## config.mk

```make
export PLATFORM = sky130hd
export DESIGN_NAME = axi_mem_arbiter
export DESIGN_NICKNAME = d
export VERILOG_FILES = /design/src/rtl/axi_arb_pkg.sv /design/src/rtl/axi_mem_arbiter_rr_grant2.sv /design/src/rtl/axi_mem_arbiter.sv
export SDC_FILE = /design/constraint.sdc
export NUM_CORES = 1
export LEC_CHECK = 0
export ABC_CLOCK_PERIOD_IN_PS = 2000
export BUFFER_PORTS_ARGS = -buffer_cell sky130_fd_sc_hd__buf_2
export CORE_AREA = 10 10 283 285
export DETAILED_ROUTE_END_ITERATION = 6
export DIE_AREA = 0 0 293 295
export SYNTH_ARGS = -nofsm -noshare
export SYNTH_HDL_FRONTEND = slang
export SYNTH_HIERARCHICAL = 1
export SYNTH_SLANG_ARGS = --single-unit
```

## constraint.sdc

```tcl
create_clock -name uncoreclk -period 2 [get_ports uncoreclk]
set_input_delay 0.1 -clock uncoreclk [delete_from_list [all_inputs] [get_ports uncoreclk]]
set_output_delay 0.1 -clock uncoreclk [all_outputs]
set_load 0.005 [all_outputs]
```

## src/rtl/axi_arb_pkg.sv

```systemverilog
// Shared constants for the two-master AXI4 arbiter: FSM state encodings
// and the AXI burst/response codes used around it.
package axi_arb_pkg;

    localparam logic [1:0] RD_IDLE = 2'd0;
    localparam logic [1:0] RD_ADDR = 2'd1;
    localparam logic [1:0] RD_DATA = 2'd2;

    localparam logic [1:0] WR_IDLE = 2'd0;
    localparam logic [1:0] WR_ADDR = 2'd1;
    localparam logic [1:0] WR_DATA = 2'd2;
    localparam logic [1:0] WR_RESP = 2'd3;

    localparam logic [1:0] AXI_BURST_FIXED = 2'b00;
    localparam logic [1:0] AXI_BURST_INCR  = 2'b01;
    localparam logic [1:0] AXI_BURST_WRAP  = 2'b10;

    localparam logic [1:0] AXI_RESP_OKAY   = 2'b00;
    localparam logic [1:0] AXI_RESP_EXOKAY = 2'b01;
    localparam logic [1:0] AXI_RESP_SLVERR = 2'b10;
    localparam logic [1:0] AXI_RESP_DECERR = 2'b11;

endpackage

```

## src/rtl/axi_mem_arbiter_rr_grant2.sv

```systemverilog
// Two-way round-robin picker: a lone requester always wins, a tie goes to
// the master the pointer favours.
module rr_grant2 (
    input  logic [1:0] req,
    input  logic       ptr,
    output logic       gnt_idx,
    output logic       any
);

    always_comb begin
        any = |req;
        if (&req) begin
            gnt_idx = ptr;
        end else begin
            gnt_idx = req[1];
        end
    end

endmodule

```

## src/rtl/axi_mem_arbiter.sv

```systemverilog
// Two-master to one-slave AXI4 arbiter. Read and write paths each serve one
// burst at a time and hand over round-robin when the burst completes.
module axi_mem_arbiter
    import axi_arb_pkg::*;
#(
    parameter int ADDR_WIDTH = 32,
    parameter int DATA_WIDTH = 64,
    parameter int ID_WIDTH   = 1
) (
    input  logic                    uncoreclk,
    input  logic                    uncore_rstn,

    input  logic [ADDR_WIDTH-1:0]   s0_axi_awaddr,
    input  logic [7:0]              s0_axi_awlen,
    input  logic [2:0]              s0_axi_awsize,
    input  logic [1:0]              s0_axi_awburst,
    input  logic [ID_WIDTH-1:0]     s0_axi_awid,
    input  logic                    s0_axi_awvalid,
    output logic                    s0_axi_awready,
    input  logic [DATA_WIDTH-1:0]   s0_axi_wdata,
    input  logic [DATA_WIDTH/8-1:0] s0_axi_wstrb,
    input  logic                    s0_axi_wlast,
    input  logic                    s0_axi_wvalid,
    output logic                    s0_axi_wready,
    output logic [1:0]              s0_axi_bresp,
    output logic [ID_WIDTH-1:0]     s0_axi_bid,
    output logic                    s0_axi_bvalid,
    input  logic                    s0_axi_bready,
    input  logic [ADDR_WIDTH-1:0]   s0_axi_araddr,
    input  logic [7:0]              s0_axi_arlen,
    input  logic [2:0]              s0_axi_arsize,
    input  logic [1:0]              s0_axi_arburst,
    input  logic [ID_WIDTH-1:0]     s0_axi_arid,
    input  logic                    s0_axi_arvalid,
    output logic                    s0_axi_arready,
    output logic [DATA_WIDTH-1:0]   s0_axi_rdata,
    output logic [1:0]              s0_axi_rresp,
    output logic [ID_WIDTH-1:0]     s0_axi_rid,
    output logic                    s0_axi_rlast,
    output logic                    s0_axi_rvalid,
    input  logic                    s0_axi_rready,

    input  logic [ADDR_WIDTH-1:0]   s1_axi_awaddr,
    input  logic [7:0]              s1_axi_awlen,
    input  logic [2:0]              s1_axi_awsize,
    input  logic [1:0]              s1_axi_awburst,
    input  logic [ID_WIDTH-1:0]     s1_axi_awid,
    input  logic                    s1_axi_awvalid,
    output logic                    s1_axi_awready,
    input  logic [DATA_WIDTH-1:0]   s1_axi_wdata,
    input  logic [DATA_WIDTH/8-1:0] s1_axi_wstrb,
    input  logic                    s1_axi_wlast,
    input  logic                    s1_axi_wvalid,
    output logic                    s1_axi_wready,
    output logic [1:0]              s1_axi_bresp,
    output logic [ID_WIDTH-1:0]     s1_axi_bid,
    output logic                    s1_axi_bvalid,
    input  logic                    s1_axi_bready,
    input  logic [ADDR_WIDTH-1:0]   s1_axi_araddr,
    input  logic [7:0]              s1_axi_arlen,
    input  logic [2:0]              s1_axi_arsize,
    input  logic [1:0]              s1_axi_arburst,
    input  logic [ID_WIDTH-1:0]     s1_axi_arid,
    input  logic                    s1_axi_arvalid,
    output logic                    s1_axi_arready,
    output logic [DATA_WIDTH-1:0]   s1_axi_rdata,
    output logic [1:0]              s1_axi_rresp,
    output logic [ID_WIDTH-1:0]     s1_axi_rid,
    output logic                    s1_axi_rlast,
    output logic                    s1_axi_rvalid,
    input  logic                    s1_axi_rready,

    output logic [ADDR_WIDTH-1:0]   m_axi_awaddr,
    output logic [7:0]              m_axi_awlen,
    output logic [2:0]              m_axi_awsize,
    output logic [1:0]              m_axi_awburst,
    output logic [ID_WIDTH-1:0]     m_axi_awid,
    output logic                    m_axi_awvalid,
    input  logic                    m_axi_awready,
    output logic [DATA_WIDTH-1:0]   m_axi_wdata,
    output logic [DATA_WIDTH/8-1:0] m_axi_wstrb,
    output logic                    m_axi_wlast,
    output logic                    m_axi_wvalid,
    input  logic                    m_axi_wready,
    input  logic [1:0]              m_axi_bresp,
    input  logic [ID_WIDTH-1:0]     m_axi_bid,
    input  logic                    m_axi_bvalid,
    output logic                    m_axi_bready,
    output logic [ADDR_WIDTH-1:0]   m_axi_araddr,
    output logic [7:0]              m_axi_arlen,
    output logic [2:0]              m_axi_arsize,
    output logic [1:0]              m_axi_arburst,
    output logic [ID_WIDTH-1:0]     m_axi_arid,
    output logic                    m_axi_arvalid,
    input  logic                    m_axi_arready,
    input  logic [DATA_WIDTH-1:0]   m_axi_rdata,
    input  logic [1:0]              m_axi_rresp,
    input  logic [ID_WIDTH-1:0]     m_axi_rid,
    input  logic                    m_axi_rlast,
    input  logic                    m_axi_rvalid,
    output logic                    m_axi_rready,

    output logic                    rd_owner,
    output logic                    wr_owner
);

    logic [1:0] r_rd_state;
    logic       r_rd_owner;
    logic       r_rd_ptr;
    logic       w_rd_gnt;
    logic       w_rd_any;
    logic       w_rd_addr_ph;
    logic       w_rd_data_ph;

    logic [1:0] r_wr_state;
    logic       r_wr_owner;
    logic       r_wr_ptr;
    logic       w_wr_gnt;
    logic       w_wr_any;
    logic       w_wr_addr_ph;
    logic       w_wr_data_ph;
    logic       w_wr_resp_ph;

    rr_grant2 u_rd_rr (
        .req     ({s1_axi_arvalid, s0_axi_arvalid}),
        .ptr     (r_rd_ptr),
        .gnt_idx (w_rd_gnt),
        .any     (w_rd_any)
    );

    rr_grant2 u_wr_rr (
        .req     ({s1_axi_awvalid, s0_axi_awvalid}),
        .ptr     (r_wr_ptr),
        .gnt_idx (w_wr_gnt),
        .any     (w_wr_any)
    );

    // ------------------------------------------------------------ read path
    always_ff @(posedge uncoreclk or negedge uncore_rstn) begin
        if (!uncore_rstn) begin
            r_rd_state <= RD_IDLE;
            r_rd_owner <= 1'b0;
            r_rd_ptr   <= 1'b0;
        end else begin
            case (r_rd_state)
                RD_IDLE: begin
                    if (w_rd_any) begin
                        r_rd_owner <= w_rd_gnt;
                        r_rd_state <= RD_ADDR;
                    end
                end
                RD_ADDR: begin
                    if (m_axi_arvalid && m_axi_arready) begin
                        r_rd_state <= RD_DATA;
                    end
                end
                RD_DATA: begin
                    // The pointer moves only on completion, so contention alternates.
                    if (m_axi_rvalid && m_axi_rready && m_axi_rlast) begin
                        r_rd_ptr   <= ~r_rd_owner;
                        r_rd_state <= RD_IDLE;
                    end
                end
                default: r_rd_state <= RD_IDLE;
            endcase
        end
    end

    assign w_rd_addr_ph = (r_rd_state == RD_ADDR);
    assign w_rd_data_ph = (r_rd_state == RD_DATA);

    always_comb begin
        m_axi_araddr   = r_rd_owner ? s1_axi_araddr  : s0_axi_araddr;
        m_axi_arlen    = r_rd_owner ? s1_axi_arlen   : s0_axi_arlen;
        m_axi_arsize   = r_rd_owner ? s1_axi_arsize  : s0_axi_arsize;
        m_axi_arburst  = r_rd_owner ? s1_axi_arburst : s0_axi_arburst;
        m_axi_arid     = r_rd_owner ? s1_axi_arid    : s0_axi_arid;
        m_axi_arvalid  = w_rd_addr_ph & (r_rd_owner ? s1_axi_arvalid : s0_axi_arvalid);
        s0_axi_arready = w_rd_addr_ph & ~r_rd_owner & m_axi_arready;
        s1_axi_arready = w_rd_addr_ph &  r_rd_owner & m_axi_arready;

        m_axi_rready   = w_rd_data_ph & (r_rd_owner ? s1_axi_rready : s0_axi_rready);
        s0_axi_rvalid  = w_rd_data_ph & ~r_rd_owner & m_axi_rvalid;
        s1_axi_rvalid  = w_rd_data_ph &  r_rd_owner & m_axi_rvalid;
        s0_axi_rdata   = m_axi_rdata;
        s1_axi_rdata   = m_axi_rdata;
        s0_axi_rresp   = m_axi_rresp;
        s1_axi_rresp   = m_axi_rresp;
        s0_axi_rid     = m_axi_rid;
        s1_axi_rid     = m_axi_rid;
        s0_axi_rlast   = m_axi_rlast;
        s1_axi_rlast   = m_axi_rlast;
    end

    // ----------------------------------------------------------- write path
    always_ff @(posedge uncoreclk or negedge uncore_rstn) begin
        if (!uncore_rstn) begin
            r_wr_state <= WR_IDLE;
            r_wr_owner <= 1'b0;
            r_wr_ptr   <= 1'b0;
        end else begin
            case (r_wr_state)
                WR_IDLE: begin
                    if (w_wr_any) begin
                        r_wr_owner <= w_wr_gnt;
                        r_wr_state <= WR_ADDR;
                    end
                end
                WR_ADDR: begin
                    if (m_axi_awvalid && m_axi_awready) begin
                        r_wr_state <= WR_DATA;
                    end
                end
                WR_DATA: begin
                    if (m_axi_wvalid && m_axi_wready && m_axi_wlast) begin
                        r_wr_state <= WR_RESP;
                    end
                end
                WR_RESP: begin
                    if (m_axi_bvalid && m_axi_bready) begin
                        r_wr_ptr   <= ~r_wr_owner;
                        r_wr_state <= WR_IDLE;
                    end
                end
                default: r_wr_state <= WR_IDLE;
            endcase
        end
    end

    assign w_wr_addr_ph = (r_wr_state == WR_ADDR);
    assign w_wr_data_ph = (r_wr_state == WR_DATA);
    assign w_wr_resp_ph = (r_wr_state == WR_RESP);

    // W is only accepted once the owner's AW has gone through; early W stalls.
    always_comb begin
        m_axi_awaddr   = r_wr_owner ? s1_axi_awaddr  : s0_axi_awaddr;
        m_axi_awlen    = r_wr_owner ? s1_axi_awlen   : s0_axi_awlen;
        m_axi_awsize   = r_wr_owner ? s1_axi_awsize  : s0_axi_awsize;
        m_axi_awburst  = r_wr_owner ? s1_axi_awburst : s0_axi_awburst;
        m_axi_awid     = r_wr_owner ? s1_axi_awid    : s0_axi_awid;
        m_axi_awvalid  = w_wr_addr_ph & (r_wr_owner ? s1_axi_awvalid : s0_axi_awvalid);
        s0_axi_awready = w_wr_addr_ph & ~r_wr_owner & m_axi_awready;
        s1_axi_awready = w_wr_addr_ph &  r_wr_owner & m_axi_awready;

        m_axi_wdata    = r_wr_owner ? s1_axi_wdata : s0_axi_wdata;
        m_axi_wstrb    = r_wr_owner ? s1_axi_wstrb : s0_axi_wstrb;
        m_axi_wlast    = r_wr_owner ? s1_axi_wlast : s0_axi_wlast;
        m_axi_wvalid   = w_wr_data_ph & (r_wr_owner ? s1_axi_wvalid : s0_axi_wvalid);
        s0_axi_wready  = w_wr_data_ph & ~r_wr_owner & m_axi_wready;
        s1_axi_wready  = w_wr_data_ph &  r_wr_owner & m_axi_wready;

        m_axi_bready   = w_wr_resp_ph & (r_wr_owner ? s1_axi_bready : s0_axi_bready);
        s0_axi_bvalid  = w_wr_resp_ph & ~r_wr_owner & m_axi_bvalid;
        s1_axi_bvalid  = w_wr_resp_ph &  r_wr_owner & m_axi_bvalid;
        s0_axi_bresp   = m_axi_bresp;
        s1_axi_bresp   = m_axi_bresp;
        s0_axi_bid     = m_axi_bid;
        s1_axi_bid     = m_axi_bid;
    end

    assign rd_owner = r_rd_owner;
    assign wr_owner = r_wr_owner;

endmodule
```

==> results.md, run 1 <==
- Clk_lat worst skew: about 0.25 ns
- Top FF cell, synth: dfrtp_1
- DRT Pass-1 Iters: 4
- Mean Syn Cell Area: between 9 and 10 um^2
- Cells after synthesis: about 400
- Worst Path Max Fanout: about 70
- Setup crit end kind: output pin
- Pleak: 3.171 nW
- Worst slew margin: 71.29%
- H-tree depth: 1
- PostCTS Resize Cnt: 0
- Post-synth EDFFs: 0
- I/O pin cnt: around 740
- Yosys cell types: 28
- Pwr per Cell Area: between 800 and 900 nW/um^2
- Final setup violating endpoints: 0
- Initial antenna violation count: 72
- Worst-margin pin slew: between 0.4 and 0.5 ns
- Die Y: between 200 and 300 um
- Site row count: 100
- Final Total Pwr: 5.359 mW
- Post-route core utilization: a little under 9%
- Crit path required time: about 1.9 ns
- Dpl ws: around 0.19 ns
- Reg2reg start: r_wr_state[0]$_DFFE_PN0P_
- Die Area: slightly below 90000 um^2
- Clock Skew: about 0.00013 ns
- Final nets: roughly 1200
- Slack of the critical path: about 0.17 ns
- Critical Path AT: approximately 1.7 ns
- Wire per inst: around 26 um
- Initial Util: 4.938%
- Period utilisation layout: 91.69%
- Clock transition at the registers of the reported paths: ~0.04 ns
- Layout cells sized above 1: 91.00%
- Max Slew Vio Count: 0
- Post-synthesis sequential area ratio: about 5.5%
- Starting DRT DRC Count: 100
- Worst hold start: m_axi_arready
- Die span in x: roughly 290 um
- Area growth from synthesis to final layout: 78.86%
- Fillers: roughly 8700
- Core box area: about 74000 um^2
- Synthesis warning total: 6
- Worst IR drop on VDD: approximately 700 uV
- DRC: 0
- Clk Tree Root Cell: clkbuf_16
- Clock Sinks: 8
- Status: finished, final reports clean
- Final hold violations: 0
- First-pass GRT wire length: between 50000 and 60000 um
- Remaining Overflow, GRT: 0
- HP Class: input port to flip-flop
- Max cap viols: 0
- Cell area after synthesis: roughly 3700 um^2
- Vias per cell: about 2.7
- CTS tree: built
- Inserted Clock Buffers: 3
- Asr flop ratio synth: 100.0%
- Vias in the first global route: roughly 5000
- Post-route ant nets: 0
- Post-Route Setup TNS: 0 ns
- WS Path Type: flip-flop to output pin
- Routed wire length: about 45000 um
- Cell accounting for the most synthesized area: mux2_2
- Final min period: around 1.8 ns
- Unrepaired setup endpoints after global routing: no
- Synth top area cells: mux2_2 51%, buf_4 29%, dfrtp_1 5.5%
- Startpoint Class: flip-flop
- Port Buffers: between 500 and 600
- Clk buf depth: 2
- Final Wtd Congestion: about 0.9
- Via count: 4671
- Setup crit start: wr_owner$_DFFE_PN0P_
- Yosys reg bits: 8
- Synth top area share: between 50% and 60%
- Synthesized net count: between 800 and 900
- Post-DP HPWL: between 40000 and 50000 um
- Total routing usage reported by global routing: 9.659%
- Pin count of the biggest net entering global routing: 70
- Max Clock Freq: approximately 0.55 GHz
==> per-stage QoR <==
step | instance area, um^2 | instances | hold slack [ns]
3_3_place_gp | 6445 | 1743 | 0.02765
2_1_floorplan | 3664 | 402 | -0.1956
3_5_place_dp | 6445 | 1743 | 0.02859
4_1_cts | 6530 | 1747 | 0.05712
6_report | 6553 | 1756 | 0.06709
5_1_grt | 6533 | 1748 | 0.08447
==> Yosys cell counts (2+ instances only) <==
library cell / number
nand2_1: 8
and3_1: 5
a21boi_1: 2
buf_2: 4
nor2b_1: 4
mux2_2: 166
dfrtp_1: 8
mux2_4: 2
buf_4: 143
o21ai_0: 2
clkbuf_1: 15
nor2_1: 9
ha_1: 5
inv_1: 8
mux2i_1: 7
or2_1: 2
==> final timing paths <==
check,to,slack [ns],depth (start not counted)
max,m_axi_awaddr[12],0.17,3
min,r_rd_state[0]$_DFFE_PN0P_,0.07,2
max reg2reg,r_wr_state[1]$_DFFE_PN0P_,0.17,5
min reg2reg,r_rd_state[0]$_DFFE_PN0P_,0.51,1
max in group asynchronous,wr_owner$_DFFE_PN0P_,1.37,2
min in group asynchronous,r_rd_state[0]$_DFFE_PN0P_,0.35,2
==> what timing repair did <==
item                      CTS  global route
buffers inserted            0             0
hold buffers                1             0
hold endpoints to repair    8             0
==> cells in the final DEF (no fill, tap or decap), types with 2 or more instances in the layout <==
cell       Yosys  layout
buf_2          4     531
mux2_2       166     166
diode_2        0       9
nor2_1         9       9
inv_1          8       8
nand2_1        8       8
mux2i_1        7       7
dfrtp_1        8       6
and3_1         5       5
ha_1           5       5
nor2b_1        4       4
clkbuf_16      0       3
buf_12         0       3
mux2_4         2       2
o21ai_0        2       2
or2_1          2       2
a21boi_1       2       2
==> cells by family after synthesis <==
family	share of synthesized area (%)
AOI/OAI and AO/OA	1.742
DFF	5.464
muxes	53.76
and+or+nand+nor	4.816
adders and majority gates	1.708
buffers and inverters	32.51
==> flip-flops by register name, summed over array words and instances, names as in the netlist <==
name	cells
r_wr_state	2
r_rd_state	2
wr_owner	1
r_wr_ptr	1
r_rd_ptr	1
rd_owner	1
==> per-layer routing <==
| metal | wire (um) | vias to the layer above | GRT usage [%] |
|---|---|---|---|
| li1 | - | 2004 | - |
| met3 | 6087 | 88 | 4.950 |
| met2 | 19990 | 688 | 16.11 |
| met1 | 17940 | 1891 | 11.26 |
| met4 | 832 | 0 | 0.9933 |
| met5 | 0 | - | 0 |
==> cell type report <==
cell class / instances / area [um^2] / share of cell area, %
Antenna cell: 9 / 22.52 / 0.3437
Clock buffer: 3 / 75.07 / 1.146
Inverter: 8 / 30.03 / 0.4583
Multi-Input combinational cell: 223 / 2272 / 34.68
Sequential cell: 8 / 205.2 / 3.132
Tap cell: 969 / 1212 / 18.50
Timing Repair Buffer: 536 / 2735 / 41.74
==> power by group <==
part	total, mW	switching, mW	leakage, nW	internal [mW]
Combinational	4.60	2.03	3.05	2.57
Clock	0.364	0.104	0.0370	0.260
Sequential	0.395	0.149	0.0880	0.246
==> critical path, stage by stage, from the launching register on <==
cell and delay (ns):
dfrtp_4 0.52, buf_12 0.32, mux2_2 0.38, buf_2 0.14
Power figures use the tool's default switching activity.
==> inputs of run 2 (changes only) <==
--- a/config.mk
+++ b/config.mk
@@ -5,11 +5,11 @@
 export SDC_FILE = /design/constraint.sdc
 export NUM_CORES = 1
 export LEC_CHECK = 0
-export ABC_CLOCK_PERIOD_IN_PS = 2000
+export ABC_CLOCK_PERIOD_IN_PS = 2240
 export BUFFER_PORTS_ARGS = -buffer_cell sky130_fd_sc_hd__buf_2
-export CORE_AREA = 10 10 283 285
+export CORE_AREA = 10 10 281 283
 export DETAILED_ROUTE_END_ITERATION = 6
-export DIE_AREA = 0 0 293 295
+export DIE_AREA = 0 0 291 293
 export SYNTH_ARGS = -nofsm -noshare
 export SYNTH_HDL_FRONTEND = slang
 export SYNTH_HIERARCHICAL = 1
==> constraint.sdc (replaced) <==
create_clock -name uncoreclk -period 2.24 [get_ports uncoreclk]
set_input_delay 0.112 -clock uncoreclk [delete_from_list [all_inputs] [get_ports uncoreclk]]
set_output_delay 0.112 -clock uncoreclk [all_outputs]
set_load 0.005 [all_outputs]
==> results.md, run 2 (same netlist as run 1, synthesis figures left out) <==
- Max Clock Freq: approximately 0.54 GHz
- Most frequent cells in the layout: 531 x buf_2, 166 x mux2_2, 9 x nor2_1 (unchanged)
- Max Slew Vio Count: 0 (unchanged)
- Final min period: about 1.9 ns
- Total routing usage reported by global routing: 8.483% (was 9.659%)
- Final setup violating endpoints: 0 (unchanged)
- Pin count of the biggest net entering global routing: 68 (was 70)
- Slowest-stage cell, CP: a2111o_1 (was dfrtp_4)
- Post-Route Setup TNS: 0 ns (unchanged)
- Initial antenna violation count: 46 (was 72)
- Pwr per Cell Area: 719.5 nW/um^2 (was 817.9 nW/um^2)
- HP Class: input port to flip-flop (unchanged)
- Slowest cell delay on critical path: 0.49 ns (was 0.52 ns)
- I/O pin cnt: 742 (unchanged)
- Site row count: 100 (unchanged)
- Dpl cells: 1743 (unchanged)
- Status: finished, final reports clean (unchanged)
- Critical-path cell list: inv_1 -> ha_1 -> nand4b_1 -> a2111o_1 -> mux2_4 (was buf_12 -> mux2_2 -> buf_2)
- WS Path Type: flip-flop to flip-flop (was flip-flop to output pin)
- Wire per inst: 21.95 um (was 25.54 um)
- CTS tree: built (unchanged)
- Kind of cell adding the most delay to the critical path: compound AO/OA/AOI/OAI gates (was flip-flops)
- Clk Tree Root Cell: clkbuf_16 (unchanged)
- Die Y: 293 um (was 295 um)
- Port Buffers: 531 (unchanged)
- DRT Pass-1 Iters: 5 (was 4)
- Vias per cell: 2.625 (was 2.660)
- PostCTS Resize Cnt: 0 (unchanged)
- Global routing usage on met3: 7.264% (was 4.950%)
- Post-route ant nets: 0 (unchanged)
- Final hold violations: 0 (unchanged)
- Worst slew margin: 71.10% (was 71.29%)
- Starting DRT DRC Count: 79 (was 100)
- Critical path depth in cells: 5 (was 3)
- Worst IR drop on VDD: 797.6 uV (was 714.6 uV)
- Final Wtd Congestion: 0.7753 (was 0.8900)
- Layout cells sized above 1: 91.00% (unchanged)
- Remaining Overflow, GRT: 0 (unchanged)
- DRC: 0 (unchanged)
- GRT busiest layer: met2 (unchanged)
- Final Total Pwr: 4.702 mW (was 5.359 mW)
- Postcts setup bufs: 0 (unchanged)
- Crit path required time: 2.37 ns (was 1.90 ns)
- Worst reg2reg path depth: 5 (unchanged)
- Die span in x: 291 um (was 293 um)
- Slack of the critical path: 0.3764 ns (was 0.1661 ns)
- First-pass GRT wire length: 48660 um (was 53820 um)
- Clock Skew: 0.00009537 ns (was 0.0001291 ns)
- Dpl ws: 0.3970 ns (was 0.1905 ns)
- Pleak: 3.167 nW (was 3.171 nW)
- Initial Util: 4.980% (was 4.938%)
- Final std cells w/o fill: 1754 (was 1756)
- Startpoint Class: flip-flop (unchanged)
- H-tree depth: 1 (unchanged)
- M1 GR Usage: 8.333% (was 11.26%)
- Routed wire length: 38500 um (was 44850 um)
- Most common cell after layout, fill and taps aside: buf_2 (unchanged)
- Unrepaired setup endpoints after global routing: no (unchanged)
- Clock transition at the registers of the reported paths: 0.04 ns (about the same)
- WP buf/inv: 1 (was 2)
- Top Registers: r_rd_state x2, r_wr_state x2 (unchanged)
- Period utilisation layout: between 80% and 90%
- Setup crit end kind: flip-flop (was output pin)
- Worst-margin pin slew: 0.4335 ns (was 0.4307 ns)
- Vias in the first global route: 5231 (was 4969)
- Worst hold margin: 0.1225 ns (was 0.06709 ns)
- Area growth from synthesis to final layout: 78.38% (was 78.86%)
- Min-Delay Path Depth: 2 (unchanged)
- Inserted Clock Buffers: 3 (unchanged)
- Core box area: 73570 um^2 (was 74200 um^2)
- Clock Sinks: 8 (unchanged)
- Post-DP HPWL: 37020 um (was 43300 um)
- Clk_lat worst skew: 0.25 ns (about the same)
- Max cap viols: 0 (unchanged)
- GRT met2 Usage: 13.74% (was 16.11%)
- Critical Path AT: 1.99 ns (was 1.73 ns)
- Via count: 4605 (was 4671)
- Worst Path Max Fanout: 6 (was 69)
- Die Area: 85260 um^2 (was 86440 um^2)
- Clk buf depth: 2 (unchanged)
- Final nets: 1203 (unchanged)
==> run 2: timing repair <==
| item | CTS | global route |
|---|---|---|
| hold buffers | 1 | 0 |
| setup endpoints to repair | 0 | 0 |
| hold endpoints to repair | 8 | 0 |
==> run 2: final cells by class <==
| class | count | area (um^2) |
|---|---|---|
| Fill cell | 8635 | 67040 |
| Timing Repair Buffer | 536 | 2723 |
| Multi-Input combinational cell | 223 | 2272 |
| Tap cell | 969 | 1212 |
| Sequential cell | 8 | 205.2 |
| Clock buffer | 3 | 75.07 |
| Inverter | 8 | 30.03 |
| Antenna cell | 7 | 17.52 |
==> run 2: worst register-to-register path: cells and delay by family, from the launching register on <==
| family | cells | cell delay (ns) |
|---|---|---|
| AO/OA/AOI/OAI | 1 | 0.49 |
| AND/OR/NAND/NOR | 1 | 0.13 |
| flip-flops | 1 | 0.39 |
| adder cells (fa/ha/maj) | 1 | 0.29 |
| buffers and inverters | 1 | 0.13 |
| multiplexers | 1 | 0.32 |
==> run 2: power breakdown <==
| group | internal, mW | total, mW | switching [mW] |
|---|---|---|---|
| sequential | 0.220 | 0.325 | 0.104 |
| combinational | 2.27 | 4.06 | 1.78 |
| clock | 0.232 | 0.322 | 0.0902 |
==> run 2: final timing paths <==
check,start,endpoint,slack (ns)
worst max-delay path,r_wr_state[0]$_DFFE_PN0P_,r_wr_state[1]$_DFFE_PN0P_,0.38
min in group asynchronous,uncore_rstn,r_rd_state[0]$_DFFE_PN0P_,0.37
worst min register to register,r_rd_state[1]$_DFFE_PN0P_,r_rd_state[0]$_DFFE_PN0P_,0.51
max in group asynchronous,uncore_rstn,wr_owner$_DFFE_PN0P_,1.58
worst max register to register,r_wr_state[0]$_DFFE_PN0P_,r_wr_state[1]$_DFFE_PN0P_,0.38
worst min-delay path,m_axi_arready,r_rd_state[0]$_DFFE_PN0P_,0.12
==> run 2: per-stage QoR <==
| step | util, % | instance area [um^2] |
|---|---|---|
| finish | 8.883 | 6535 |
| detailed placement | 8.743 | 6432 |
| global route | 8.869 | 6525 |
| global placement | 8.743 | 6432 |
| CTS | 8.859 | 6518 |
| floorplan | - | 3664 |
==> run 2: routing by layer <==
metal	vias to the layer above	share of wire [%]
met2	636	44
met5	-	0.21
met3	70	20
li1	2009	-
met4	14	1.5
met1	1876	34
